`src/rtl/clock_ctrl_pkg.sv`:
```
// Shared encodings for the clock set controller: mode/state values, counter widths
// and the mode-advance helper.
package clock_ctrl_pkg;

    localparam int IDLE_W   = 6;
    localparam int REPEAT_W = 16;

    localparam logic [1:0] MODE_RUN      = 2'd0;
    localparam logic [1:0] MODE_SET_HOUR = 2'd1;
    localparam logic [1:0] MODE_SET_MIN  = 2'd2;
    localparam logic [1:0] MODE_SET_SEC  = 2'd3;

    typedef enum logic [1:0] {
        ST_RUN      = MODE_RUN,
        ST_SET_HOUR = MODE_SET_HOUR,
        ST_SET_MIN  = MODE_SET_MIN,
        ST_SET_SEC  = MODE_SET_SEC
    } state_t;

    function automatic state_t next_mode(input state_t s);
        case (s)
            ST_RUN:      return ST_SET_HOUR;
            ST_SET_HOUR: return ST_SET_MIN;
            ST_SET_MIN:  return ST_SET_SEC;
            default:     return ST_RUN;
        endcase
    endfunction

endpackage

```
`src/rtl/clock_set_ctrl_btn_pulse.sv`:
```
// Button conditioner: 2-FF synchronizer, registered rising-edge pulse and optional
// hold-to-repeat pulses (down-counter, reload on terminal count).
module btn_pulse
    import clock_ctrl_pkg::*;
#(
    parameter bit                  REPEAT_EN  = 1'b0,
    parameter logic [REPEAT_W-1:0] REPEAT_DLY = 16'd50000,
    parameter logic [REPEAT_W-1:0] REPEAT_PER = 16'd20000
) (
    input  logic clk,
    input  logic rst,
    input  logic i_btn,
    output logic o_pulse
);

    logic                r_sync1;
    logic                r_sync2;
    logic                r_prev;
    logic                r_pulse;
    logic [REPEAT_W-1:0] r_rep_cnt;

    logic w_edge;
    logic w_held;
    logic w_rep_tc;

    assign w_edge   = r_sync2 & ~r_prev;
    assign w_held   = r_sync2 & r_prev;
    assign w_rep_tc = REPEAT_EN & w_held & (r_rep_cnt == '0);

    always_ff @(posedge clk or negedge rst) begin
        if (!rst) begin
            r_sync1   <= 1'b0;
            r_sync2   <= 1'b0;
            r_prev    <= 1'b0;
            r_pulse   <= 1'b0;
            r_rep_cnt <= '0;
        end else begin
            r_sync1 <= i_btn;
            r_sync2 <= r_sync1;
            r_prev  <= r_sync2;
            r_pulse <= w_edge | w_rep_tc;
            // Counter is loaded on the edge so the first repeat lands REPEAT_DLY
            // cycles after the edge pulse; with REPEAT_EN clear it folds to zero.
            if (!REPEAT_EN || !r_sync2) begin
                r_rep_cnt <= '0;
            end else if (w_edge) begin
                r_rep_cnt <= REPEAT_DLY - REPEAT_W'(1);
            end else if (w_rep_tc) begin
                r_rep_cnt <= REPEAT_PER - REPEAT_W'(1);
            end else begin
                r_rep_cnt <= r_rep_cnt - REPEAT_W'(1);
            end
        end
    end

    assign o_pulse = r_pulse;

endmodule

```
`src/rtl/clock_set_ctrl.sv`:
```
// Run/set mode controller for the seconds/minutes/hours counter chain.
// Define CLOCK_SET_AUTOREPEAT_EN to build hold-to-repeat on the increment button.
//
// state       | meaning
// ST_RUN      | time runs from tick_1hz, carries cascade
// ST_SET_HOUR | time frozen, inc pulses hour_en
// ST_SET_MIN  | time frozen, inc pulses min_en
// ST_SET_SEC  | time frozen, inc pulses sec_clr
module clock_set_ctrl
    import clock_ctrl_pkg::*;
#(
    parameter logic [REPEAT_W-1:0] REPEAT_DLY = 16'd50000,
    parameter logic [REPEAT_W-1:0] REPEAT_PER = 16'd20000,
    parameter logic [IDLE_W-1:0]   TIMEOUT_S  = 6'd30
) (
    input  logic       clk,
    input  logic       rst,
    input  logic       tick_1hz,
    input  logic       sec_car,
    input  logic       min_car,
    input  logic       btn_mode,
    input  logic       btn_inc,
    output logic       sec_en,
    output logic       min_en,
    output logic       hour_en,
    output logic       sec_clr,
    output logic [1:0] mode,
    output logic       blink
);

`ifdef CLOCK_SET_AUTOREPEAT_EN
    localparam bit INC_REPEAT = 1'b1;
`else
    localparam bit INC_REPEAT = 1'b0;
`endif

    state_t            r_state;
    state_t            w_state_nxt;
    logic [IDLE_W-1:0] r_idle;
    logic [IDLE_W-1:0] w_idle_inc;

    logic w_p_mode;
    logic w_p_inc;
    logic w_in_set;
    logic w_timeout;
    logic w_state_chg;
    logic w_inc_ok;

    logic w_sec_en;
    logic w_min_en;
    logic w_hour_en;
    logic w_sec_clr;
    logic r_sec_en;
    logic r_min_en;
    logic r_hour_en;
    logic r_sec_clr;
    logic r_blink;

    btn_pulse #(
        .REPEAT_EN  (1'b0),
        .REPEAT_DLY (REPEAT_DLY),
        .REPEAT_PER (REPEAT_PER)
    ) u_btn_mode (
        .clk     (clk),
        .rst     (rst),
        .i_btn   (btn_mode),
        .o_pulse (w_p_mode)
    );

    btn_pulse #(
        .REPEAT_EN  (INC_REPEAT),
        .REPEAT_DLY (REPEAT_DLY),
        .REPEAT_PER (REPEAT_PER)
    ) u_btn_inc (
        .clk     (clk),
        .rst     (rst),
        .i_btn   (btn_inc),
        .o_pulse (w_p_inc)
    );

    assign w_in_set   = (r_state != ST_RUN);
    assign w_idle_inc = r_idle + IDLE_W'(1);
    // The tick that brings the idle count to TIMEOUT_S is the exit edge itself.
    assign w_timeout  = w_in_set & tick_1hz & (w_idle_inc == TIMEOUT_S);

    always_comb begin
        w_state_nxt = r_state;
        if (w_timeout) begin
            w_state_nxt = ST_RUN;
        end else if (w_p_mode) begin
            w_state_nxt = next_mode(r_state);
        end
    end

    assign w_state_chg = (w_state_nxt != r_state);
    assign w_inc_ok    = w_p_inc & ~w_state_chg;

    always_comb begin
        w_sec_en  = 1'b0;
        w_min_en  = 1'b0;
        w_hour_en = 1'b0;
        w_sec_clr = 1'b0;
        case (r_state)
            ST_RUN: begin
                w_sec_en  = tick_1hz;
                w_min_en  = tick_1hz & sec_car;
                w_hour_en = tick_1hz & sec_car & min_car;
            end
            ST_SET_HOUR: w_hour_en = w_inc_ok;
            ST_SET_MIN:  w_min_en  = w_inc_ok;
            ST_SET_SEC:  w_sec_clr = w_inc_ok;
            default: ;
        endcase
    end

    always_ff @(posedge clk or negedge rst) begin
        if (!rst) begin
            r_state <= ST_RUN;
        end else begin
            r_state <= w_state_nxt;
        end
    end

    always_ff @(posedge clk or negedge rst) begin
        if (!rst) begin
            r_sec_en  <= 1'b0;
            r_min_en  <= 1'b0;
            r_hour_en <= 1'b0;
            r_sec_clr <= 1'b0;
            r_blink   <= 1'b0;
            r_idle    <= '0;
        end else begin
            r_sec_en  <= w_sec_en;
            r_min_en  <= w_min_en;
            r_hour_en <= w_hour_en;
            r_sec_clr <= w_sec_clr;

            if (w_state_chg || !w_in_set) begin
                r_blink <= 1'b0;
            end else if (tick_1hz) begin
                r_blink <= ~r_blink;
            end

            if (w_p_mode || w_p_inc || w_state_chg) begin
                r_idle <= '0;
            end else if (w_in_set && tick_1hz) begin
                r_idle <= w_idle_inc;
            end
        end
    end

    assign sec_en  = r_sec_en;
    assign min_en  = r_min_en;
    assign hour_en = r_hour_en;
    assign sec_clr = r_sec_clr;
    assign mode    = r_state;
    assign blink   = r_blink;

endmodule

```
`config.mk`:
```
export PLATFORM = sky130hd
export DESIGN_NAME = clock_set_ctrl
export DESIGN_NICKNAME = d
export VERILOG_FILES = /design/src/rtl/clock_ctrl_pkg.sv /design/src/rtl/clock_set_ctrl_btn_pulse.sv /design/src/rtl/clock_set_ctrl.sv
export SDC_FILE = /design/constraint.sdc
export NUM_CORES = 1
export LEC_CHECK = 0
export ABC_AREA = 0
export CAP_MARGIN = 20
export CORE_ASPECT_RATIO = 1.2
export CORE_MARGIN = 2
export CORE_UTILIZATION = 40
export DETAILED_ROUTE_END_ITERATION = 10
export GPL_TIMING_DRIVEN = 0
export PLACE_DENSITY = 0.61
export SYNTH_ARGS = -nofsm -noshare
export SYNTH_HDL_FRONTEND = slang
export SYNTH_HIERARCHICAL = 1
export SYNTH_SLANG_ARGS = --single-unit
```
`constraint.sdc`:
```
create_clock -name clk -period 4.3 [get_ports clk]
set_clock_uncertainty 0.15 [all_clocks]
set_input_delay 0.645 -clock clk [delete_from_list [all_inputs] [get_ports clk]]
set_output_delay 0.645 -clock clk [all_outputs]
set_load 0.01 [all_outputs]
```
* After elaboration in Yosys (flattened, before gate mapping)
Cells that the tools add are included.
** Word-level totals
- Register bits after elaboration :: 21
- Output and inout bits :: 7
** Cells by class
- Add/sub/neg operators :: 1
- Equality and inequality tests :: 5
- Multiplexer cells :: 11
- Bitwise gates (word level) :: 11
- Reductions and logical operators :: 9
** Operators with widths (number)
- 6-bit 2-to-1 mux :: 2
- 1-bit bitwise AND :: 7
- 6-bit by 1-bit adder with 6-bit output, second input constant :: 1
- 6-bit by 5-bit == test with 1-bit output, second input constant :: 1
- 2-bit one-hot mux with 3 select lines :: 1
- 2-bit nonzero test :: 3
- 2-bit == test, second input constant :: 2
- 1-bit 2-to-1 mux :: 4
- 2-bit 2-to-1 mux :: 2
- 1-bit inverter :: 4
- 1-bit one-hot mux with 2 select lines :: 2
- 1-bit logical OR :: 3
- 2-bit by 1-bit == test with 1-bit output, second input constant :: 1
- 2-bit logical NOT :: 1
- 2-bit != test :: 1
- 1-bit logical AND :: 1
- 1-bit logical NOT :: 1

* Longest topological paths before layout
Gate-level depths: netlist of run 1.
- Depth after elaboration :: 8
- Depth in mapped cells :: 7
- Mapped depth without buffers :: 7

* Modules after synthesis
The synthesis of run 1 kept the hierarchy.
** By module, submodules not included
- clock_set_ctrl :: times used 1, cells an instance 71, area an instance 799.5 µm², seq. area each 325.3 µm²
- btn_pulse :: times used 2, cells an instance 5, area an instance 113.9 µm², seq. area each 100.1 µm²

* Worst setup path before layout of run 1
No wires, ideal clock.
- Path kind :: reg2reg
- Start :: register r_state[0], in the netlist mode[0]
- End :: register r_hour_en, in the netlist hour_en
- Library setup time :: 0.095 ns
- Arrival time :: 1.882 ns
- Required time :: 4.055 ns
- Path slack :: 2.172 ns
- Stages on the path, launching flop included :: 8
- Path buffers :: 0
- Period minus slack after synthesis :: 2.128 ns
- Path through :: dfrtp_1 > inv_1 > ha_1 > nand2b_4 > nor3_2 > a31oi_4 > xnor2_4 > o32ai_2
** Between the ends
- Word-level cells in the longest chain between the ends :: 8
- Elaborated cells on any way between the ends :: 13
- Those cells by class :: 3 x eq/ne; 4 x mux; 4 x bitwise; 2 x reduce/logical
** Ends and longest elaborated chain
- from (decl) :: RTL line clock_set_ctrl.sv:37 : state_t r_state;
- from (signal assigned) :: RTL line clock_set_ctrl.sv:120 : r_state <= w_state_nxt;
- 2-bit == test (tied with other cells) :: RTL line clock_ctrl_pkg.sv:21 : case (s)
- 2-bit one-hot mux with 3 select lines / 1-bit bitwise AND (equally long branches) :: RTL line clock_ctrl_pkg.sv:21, clock_set_ctrl.sv:84
- 2-bit 2-to-1 mux / 1-bit bitwise AND (equally long branches) :: RTL line clock_set_ctrl.sv:90, clock_set_ctrl.sv:84
- 2-bit 2-to-1 mux * :: RTL line clock_set_ctrl.sv:88 : if (w_timeout) begin
- via w_state_nxt[0] :: RTL line clock_set_ctrl.sv:38 : state_t w_state_nxt;
- 2-bit != test * :: RTL line clock_set_ctrl.sv:95 : assign w_state_chg = (w_state_nxt != r_state);
- 1-bit inverter * :: RTL line clock_set_ctrl.sv:96 : assign w_inc_ok = w_p_inc & ~w_state_chg;
- 1-bit bitwise AND * :: RTL line clock_set_ctrl.sv:96
- 1-bit one-hot mux with 2 select lines * :: RTL line clock_set_ctrl.sv:103 : case (r_state)
- via w_hour_en :: RTL line clock_set_ctrl.sv:51 : logic w_hour_en;
- to (signal assigned) :: RTL line clock_set_ctrl.sv:135 : r_hour_en <= w_hour_en;
- to (decl) :: RTL line clock_set_ctrl.sv:55 : logic r_hour_en;
The timed path passes the listed nets; every way through them passes the cells marked *.
A chain may end at the register's enable or synchronous reset.

* Worst setup path after layout of run 1
Ends and elaborated chain as after synthesis.

==> results list, run 1 <==
- Number of sinks on the clock net: 21
* Tcrit/Tclk final: 52.5%
- Critical path required time: 4.34 ns
- Hold Path Cell Cnt: 0
- Count of pins over their slew limit: 0
- Cells after synthesis: 81
* Total power of the final layout: 0.594 mW
* Root Buffer Master: sky130_fd_sc_hd__clkbuf_4
- Syn nets: 94
- Number of library cell types mapped by synthesis: 29
- Cell Rows: 20
- For this configuration, the core starts out at a cell density of 41.5%.
- Number of levels in the clock H-tree: 1
* Worst Path Class, Setup: flip-flop to flip-flop
* Chip height: 59.5 um
- The worst path meets setup with 2.04 ns of slack.
- Area delta synth->final: 19.4%
- Sequential element share of the synthesized area: 51.2%
- The synthesized design contains 21 register bits.
* Post-CTS setup repair buffer count: 0
- Clock-pin slew on the worst setup and hold paths: 0.11 ns
* Worst IR Drop VDD: 0.331 mV
- In this run the critical register-to-register path is captured at hour_en.
* Routing usage on met1: 15.4%
- After synthesis, the largest family of logic cells by area is simple AND/OR/NAND/NOR gates.
* Drt first pass iters: 2
* Via count: 639
- The layer flagged by global routing as most heavily used is met2.
- Final hold violations: 0
- The initial antenna violation count was 0.
- FF-to-FF setup slack: 2.04 ns
* I/O pin count: 14
* Syn Area/Cell: 12.7 sq um
- Largest fanout on the critical path: 9
- Clock buffers created by TritonCTS: 3
- Global routing consumed, on the met2 layer, 24.2% of the routing resources.
- Global routing used 2.53% of the available met3 tracks.
- For the worst flop-to-flop path, the logic depth is 7.
- Post-route setup TNS: 0 ns
* Final estimated routing congestion in global placement: 0.733
- The library cell used most frequently in the layout, excluding fill and tap cells, is sky130_fd_sc_hd__dfrtp_1.
- Timing-limited maximum frequency: 443 MHz
* Aggregate global-route resource usage: 13.5%
- Violation count after the first detailed-route iteration: 3
* Top library cells by usage in the layout, fill and taps aside: sky130_fd_sc_hd__dfrtp_1 (21), sky130_fd_sc_hd__clkdlybuf4s50_1 (13), sky130_fd_sc_hd__nand2_1 (9)
* Max-cap violations: 0
- Share of synthesized cell area in full adder, half adder and majority cells: 7.31%
* Synthesized-area fraction occupied by and/or/nand/nor cells: 19.2%
* Run status: finished, final reports clean
* Post-cts sizing count: 0
- Number of global-route vias before repair: 701
- Largest net degree at the start of global routing: 22
- The worst setup path is launched from a flip-flop.
- Summed over all layers, the routed wires come to 1570 um.
* Unrepaired setup endpoints after global routing: no
- DRC violation count after routing: 0
- After global routing the overflow that remains totals 0.
- Yosys printed 6 warnings.
- Ratio of cells with drive above 1 in the final layout: 17.3%
* Count of hold-fix buffers inserted at cts: 0
- Routed wirelength normalized by instance count: 12.0 um
- In this run the deepest clock path goes through 2 buffers.
- Residual antenna-violating net count after detailed routing: 0
- The worst hold path terminates at u_btn_inc/r_sync2.
- Static leakage power: 0.527 nW
- After detailed routing, the number of vias per cell comes to 4.88.
* Wire length of the first global-routing pass: 3050 um
- The min-delay analysis places its worst path in the category flip-flop to flip-flop.
* Worst-Skew Late Latency: 0.30 ns
* Arrival time of data at the critical path endpoint: 2.30 ns
- Share of the synthesized area in compound gates (AO/OA/AOI/OAI): 10.6%
- Number of failing setup endpoints in the final timing report: 0
* Proportion of synthesized area in mux cells: 0%
- The floorplan step set the die width to 50.3 um.
- Post-layout net count: 112
- Core box area: 0.00248 sq mm
* Pwr/cell area: 484 mW/mm^2
- After layout, the minimum clock period comes to 2.26 ns.
- HPWL Detailed: 1180 um
* Number of port buffers: 13
- Diode insertion count for antenna repair: 0
- Critical Path End Type: flip-flop
- Die outline area: 0.00299 sq mm
- After Yosys synthesis, XOR and XNOR cells account for 10.2% of the synthesized area.
* Hold slack final: 0.217 ns
- In this run the most critical hold path is launched from u_btn_inc/r_sync1.
- In this run the tightest slew margin relative to its limit is 39.7%.
* RR Startpoint: mode[0]
* Clock tree from TritonCTS: yes
* Transition at the pin with the smallest max-transition slack: 0.902 ns
* Post-synthesis instance area: 0.00103 sq mm
- Prior to clock tree synthesis, the placed netlist has a worst setup slack of 1.70 ns.
power by group:
part	switching (mW)	internal (mW)
sequential	0.0286	0.225
clock	0.0571	0.0347
combinational	0.127	0.121
total	0.213	0.381
registers in the layout, summed over array words and instances (netlist names):
register            cells
hour_en                 1
sec_en                  1
u_btn_inc/o_pulse       1
min_en                  1
u_btn_inc/r_sync2       1
u_btn_mode/r_sync1      1
mode                    2
u_btn_mode/r_prev       1
u_btn_mode/r_sync2      1
u_btn_inc/r_prev        1
r_idle                  6
blink                   1
u_btn_mode/o_pulse      1
u_btn_inc/r_sync1       1
sec_clr                 1
synthesized netlist by cell type:
master                     instances  area, sq um
sky130_fd_sc_hd__xnor2_4           1         27.5
sky130_fd_sc_hd__nor3_1            7         35.0
sky130_fd_sc_hd__o31ai_2           1         12.5
sky130_fd_sc_hd__nor4_2            1         12.5
sky130_fd_sc_hd__ha_1              6         75.1
sky130_fd_sc_hd__o21a_1            1         7.51
sky130_fd_sc_hd__inv_1             4         15.0
sky130_fd_sc_hd__nor2_1            3         11.3
sky130_fd_sc_hd__xnor2_2           1         16.3
sky130_fd_sc_hd__a31oi_4           1         21.3
sky130_fd_sc_hd__dfrtp_1          21          526
sky130_fd_sc_hd__nand2_1           9         33.8
sky130_fd_sc_hd__xor2_1            4         35.0
sky130_fd_sc_hd__nand2b_4          1         13.8
sky130_fd_sc_hd__a311o_2           1         11.3
sky130_fd_sc_hd__nand3_2           1         10.0
sky130_fd_sc_hd__o21ai_0           1         5.00
sky130_fd_sc_hd__nand2b_1          1         6.26
sky130_fd_sc_hd__a21oi_1           1         5.00
sky130_fd_sc_hd__o211ai_4          1         21.3
sky130_fd_sc_hd__nor2b_1           1         6.26
sky130_fd_sc_hd__a32oi_1           1         8.76
sky130_fd_sc_hd__o32ai_2           1         16.3
sky130_fd_sc_hd__nor2b_4           2         27.5
sky130_fd_sc_hd__xnor2_1           3         26.3
sky130_fd_sc_hd__and2_1            1         6.26
sky130_fd_sc_hd__nand4_1           3         18.8
sky130_fd_sc_hd__nor3_2            1         10.0
sky130_fd_sc_hd__and3_1            1         6.26
metal layers:
metal  share of wire [%]  vias to the layer above
met5                   0                        -
met4                 1.5                        0
met3                 3.6                        2
met2                  53                       13
met1                  42                      308
li1                    -                      316
worst max-delay path by stage:
| stage | from | to | slack (ns) | cells after the start |
|---|---|---|---|---|
| after floorplan | mode[0] | hour_en | 2.17 | 7 |
| after global placement | tick_1hz | hour_en | 1.72 | 6 |
| after detailed placement | tick_1hz | hour_en | 1.70 | 6 |
| after CTS | mode[1] | hour_en | 2.00 | 7 |
| after global routing | mode[0] | hour_en | 1.83 | 7 |
| final | mode[0] | hour_en | 2.04 | 7 |
worst max-delay path, cell delays in order, from the launching register on:
cell,delay [ns]
sky130_fd_sc_hd__dfrtp_1,0.41
sky130_fd_sc_hd__inv_1,0.15
sky130_fd_sc_hd__ha_1,0.29
sky130_fd_sc_hd__nand2b_4,0.18
sky130_fd_sc_hd__nor3_2,0.33
sky130_fd_sc_hd__a31oi_4,0.18
sky130_fd_sc_hd__xnor2_4,0.33
sky130_fd_sc_hd__o32ai_2,0.13
through the flow:
stage | cells | area (sq um) | utilization (%)
after floorplan | 81 | 1030 | -
after global placement | 127 | 1200 | 48.4
after detailed placement | 127 | 1200 | 48.4
after CTS | 131 | 1230 | 49.5
after global routing | 131 | 1230 | 49.5
final | 131 | 1230 | 49.5
area by class of cell:
cell class | instances | area [sq um]
well taps | 33 | 41.3
clock inverters | 1 | 5.00
multi-input cells | 56 | 487
flip-flops and latches | 21 | 526
repair buffers | 13 | 130
inverters | 4 | 15.0
fillers | 235 | 1250
clock buffers | 3 | 22.5
cell families after synthesis:
group | count (synthesis)
buffers and inverters | 4
adders and majority gates | 6
AOI/OAI and AO/OA | 9
DFF | 21
and+or+nand+nor | 32
xor gates and xnor gates | 9
(Power assumes the default switching activity.)
==> inputs of run 2 (changes only) <==
==> constraint.sdc (replaced) <==
create_clock -name clk -period 2.2 [get_ports clk]
set_clock_uncertainty 0.15 [all_clocks]
set_input_delay 0.33 -clock clk [delete_from_list [all_inputs] [get_ports clk]]
set_output_delay 0.33 -clock clk [all_outputs]
set_load 0.01 [all_outputs]
==> run 2 against run 1 <==
  * Critical path depth grew 1
  * Non-clock buffer count grew 3
  * Hold slack is essentially flat
  * Setup slack lost 1.9 ns
  * Via count grew 2.2%
  * Maximum frequency grew 8.9%
  * Register-to-register slack lost 1.9 ns
  * Cell count grew 2.3%
  * Sequential share of layout area shrank 1.7 points
==> results list, run 2 (same netlist as run 1, synthesis figures left out) <==
- The share of the clock period used by the worst path after layout is 94.2% (+42 points).
- STA classifies the critical path endpoint as a flip-flop.
* Total gr overflow: 0 (unchanged)
- The total number of H-tree levels came to 1 (unchanged).
* Most common library cell in the layout ignoring fill and taps: sky130_fd_sc_hd__dfrtp_1
* Clock period minus worst slack: 2.07 ns (-0.185 ns)
* Worst IR Drop VDD: 0.794 mV (+140%)
* Count of pins over their slew limit: 0 (unchanged)
- I/O pin count: 14 (unchanged)
* Run status: finished, final reports clean
* Routed wirelength normalized by instance count: 12.1 um (+0.94%)
* Horizontal die dimension: 50.3 um (unchanged)
- The initial antenna violation count is 0 (unchanged).
* Nature of the critical path startpoint: flip-flop
* Family of cells with the greatest summed delay on the critical path: flip-flops
* Register with the most flip-flops: r_idle
- Total power of the final layout: 1.27 mW (+110%)
* Residual antenna-violating net count after detailed routing: 0 (unchanged)
- The critical path arrival was 2.14 ns (-0.16 ns).
- The buffer depth of the longest clock path was 2 (unchanged).
* Ratio of cells with drive above 1 in the final layout: 23.8% (+6.4 points)
- The required time reported for the critical path endpoint came to 2.27 ns (-2.07 ns).
* Number of fill cells: 227 (-3.4%)
- Final hold violations: 0 (unchanged)
* Pwr/cell area: 991 mW/mm^2 (+100%)
- The number of clock buffers inserted by TritonCTS came to 3 (unchanged).
- The full die area is 0.00299 sq mm (unchanged).
* Root Buffer Master: sky130_fd_sc_hd__clkbuf_4
* Number of sinks on the clock net: 21 (unchanged)
- Via count: 653 (+2.2%)
* Aggregate global-route resource usage: 13.6% (+0.10 points)
- Number of port buffers: 13 (unchanged)
- TritonCTS built the clock tree.
- Classification of the worst-slack hold path: flip-flop to flip-flop
- The aggregate routed wire length came to 1620 um (+3.3%).
- Chip height: 59.5 um (unchanged)
- From synthesis to final layout, the design area changed by 24.5%.
* Final estimated routing congestion in global placement: 0.733 (unchanged)
* Bufs and invs on worst path: 2 (+1)
- The final standard cell utilization of the core was 51.6% (+2.1 points).
- Number of flip-flops in the largest register: 6 (unchanged)
- The global-route wire length before repair is 3060 um (+0.46%).
- The transition time of the tightest slew-check pin is 0.908 ns (+0.00553 ns).
- The worst-path maximum fanout came to 9 (unchanged).
* Number of global-route vias before repair: 707 (+0.86%)
- Static leakage power: 0.542 nW (+2.7%)
- The count of endpoints failing setup in the final report was 0 (unchanged).
* Core box area: 0.00248 sq mm (unchanged)
- Post-layout net count: 115 (+2.7%)
- The first-pass iteration count of the detailed router is 3 (+1).
- Worst slew margin relative to its limit: 39.3% (-0.37 points)
* Slowest cell on the critical path: sky130_fd_sc_hd__dfrtp_2
- The iteration-0 DRC count of the detailed router came to 6 (+3).
- The delay of the slowest cell on the worst path was 0.45 ns (+0.04 ns).
- The achievable clock frequency was 482 MHz (+8.9%).
- The vias per cell came to 4.87 (about the same).
* Diode insertion count for antenna repair: 0 (unchanged)
- HPWL Detailed: 1180 um (unchanged)
- Worst-Skew Late Latency: 0.30 ns (about the same)
- Initial core utilization: 41.5% (unchanged)
* Top library cells by usage in the layout, fill and taps aside: sky130_fd_sc_hd__dfrtp_1 (20), sky130_fd_sc_hd__clkdlybuf4s50_1 (13), sky130_fd_sc_hd__nand2_1 (9)
- The clock-pin slew reported for the worst setup and hold paths after clock tree synthesis is 0.11 ns (about the same).
* Max-cap violations: 0 (unchanged)
- The worst setup path is of the flip-flop to flip-flop kind.
- Critical Path, Cell by Cell: inv_1, ha_2, nand2b_4, nor3_4, a31oi_4, xnor2_4, buf_12, o32ai_2
- The post-detailed-route DRC marker count is 0 (unchanged).
- Count of hold-fix buffers inserted at cts: 0 (unchanged)
- Cell Rows: 20 (unchanged)
* Largest net degree at the start of global routing: 22 (unchanged)
run 2: cell types whose count changed in the layout (fill, tap and decap cells not counted), sizes merged:
cell,previous run,this run
buf,0,3
run 2: worst reg2reg max path, stage by stage (launching register included):
cell,delay (ns)
sky130_fd_sc_hd__dfrtp_2,0.45
sky130_fd_sc_hd__inv_1,0.09
sky130_fd_sc_hd__ha_2,0.20
sky130_fd_sc_hd__nand2b_4,0.17
sky130_fd_sc_hd__nor3_4,0.21
sky130_fd_sc_hd__a31oi_4,0.17
sky130_fd_sc_hd__xnor2_4,0.18
sky130_fd_sc_hd__buf_12,0.14
sky130_fd_sc_hd__o32ai_2,0.22
run 2: path summary, 6_finish.rpt:
check                           slack (ns)  cells past startpoint               from                end
worst max-delay path                  0.13                      8            mode[1]            hour_en
worst min-delay path                  0.22                      0  u_btn_inc/r_sync1  u_btn_inc/r_sync2
worst max register to register        0.13                      8            mode[1]            hour_en
worst min register to register        0.22                      0  u_btn_inc/r_sync1  u_btn_inc/r_sync2
max in group asynchronous             0.91                      1                rst            mode[1]
min in group asynchronous             0.38                      1                rst            sec_clr
run 2: routing by layer:
metal / up-vias / wire (um) / global-route usage, %
li1: 321 / - / -
met1: 317 / 644 / 15.0
met2: 13 / 888 / 24.8
met3: 2 / 63 / 2.78
met4: 0 / 22 / 6.75
met5: - / 0 / 0
run 2: power breakdown:
part / leakage (nW) / switching, mW / internal [mW]
clock: 0.0177 / 0.111 / 0.0678
sequential: 0.270 / 0.0533 / 0.442
combinational: 0.254 / 0.274 / 0.319
run 2: cell type report:
cell class                 count  area [sq um]  share of cell area, %
inverter                       4          15.0                   1.17
multi-input combinational     56           503                   39.3
clock inverter                 1          5.00                  0.391
tap                           33          41.3                   3.23
sequential                    21           527                   41.2
clock buffer                   3          22.5                   1.76
timing repair buffer          16           165                   12.9
run 2: through the flow:
stage / setup slack [ns] / hold WS (ns) / area (sq um) / setup TNS, ns / cells
3_3_place_gp: -0.0658 / 0.190 / 1200 / -0.342 / 127
2_1_floorplan: 0.0724 / -0.116 / 1030 / 0 / 81
3_5_place_dp: -0.0856 / 0.186 / 1200 / -0.536 / 127
6_report: 0.127 / 0.217 / 1280 / 0 / 134
5_1_grt: -0.0116 / 0.234 / 1280 / -0.0116 / 134
4_1_cts: 0.0503 / 0.222 / 1260 / 0 / 133
run 2: repair_timing:
action / in CTS / in global routing
pin swaps: 2 / 0
endpoints found under the setup margin: 9 / 7
gates resized for setup: 3 / 2
buffers inserted: 2 / 1
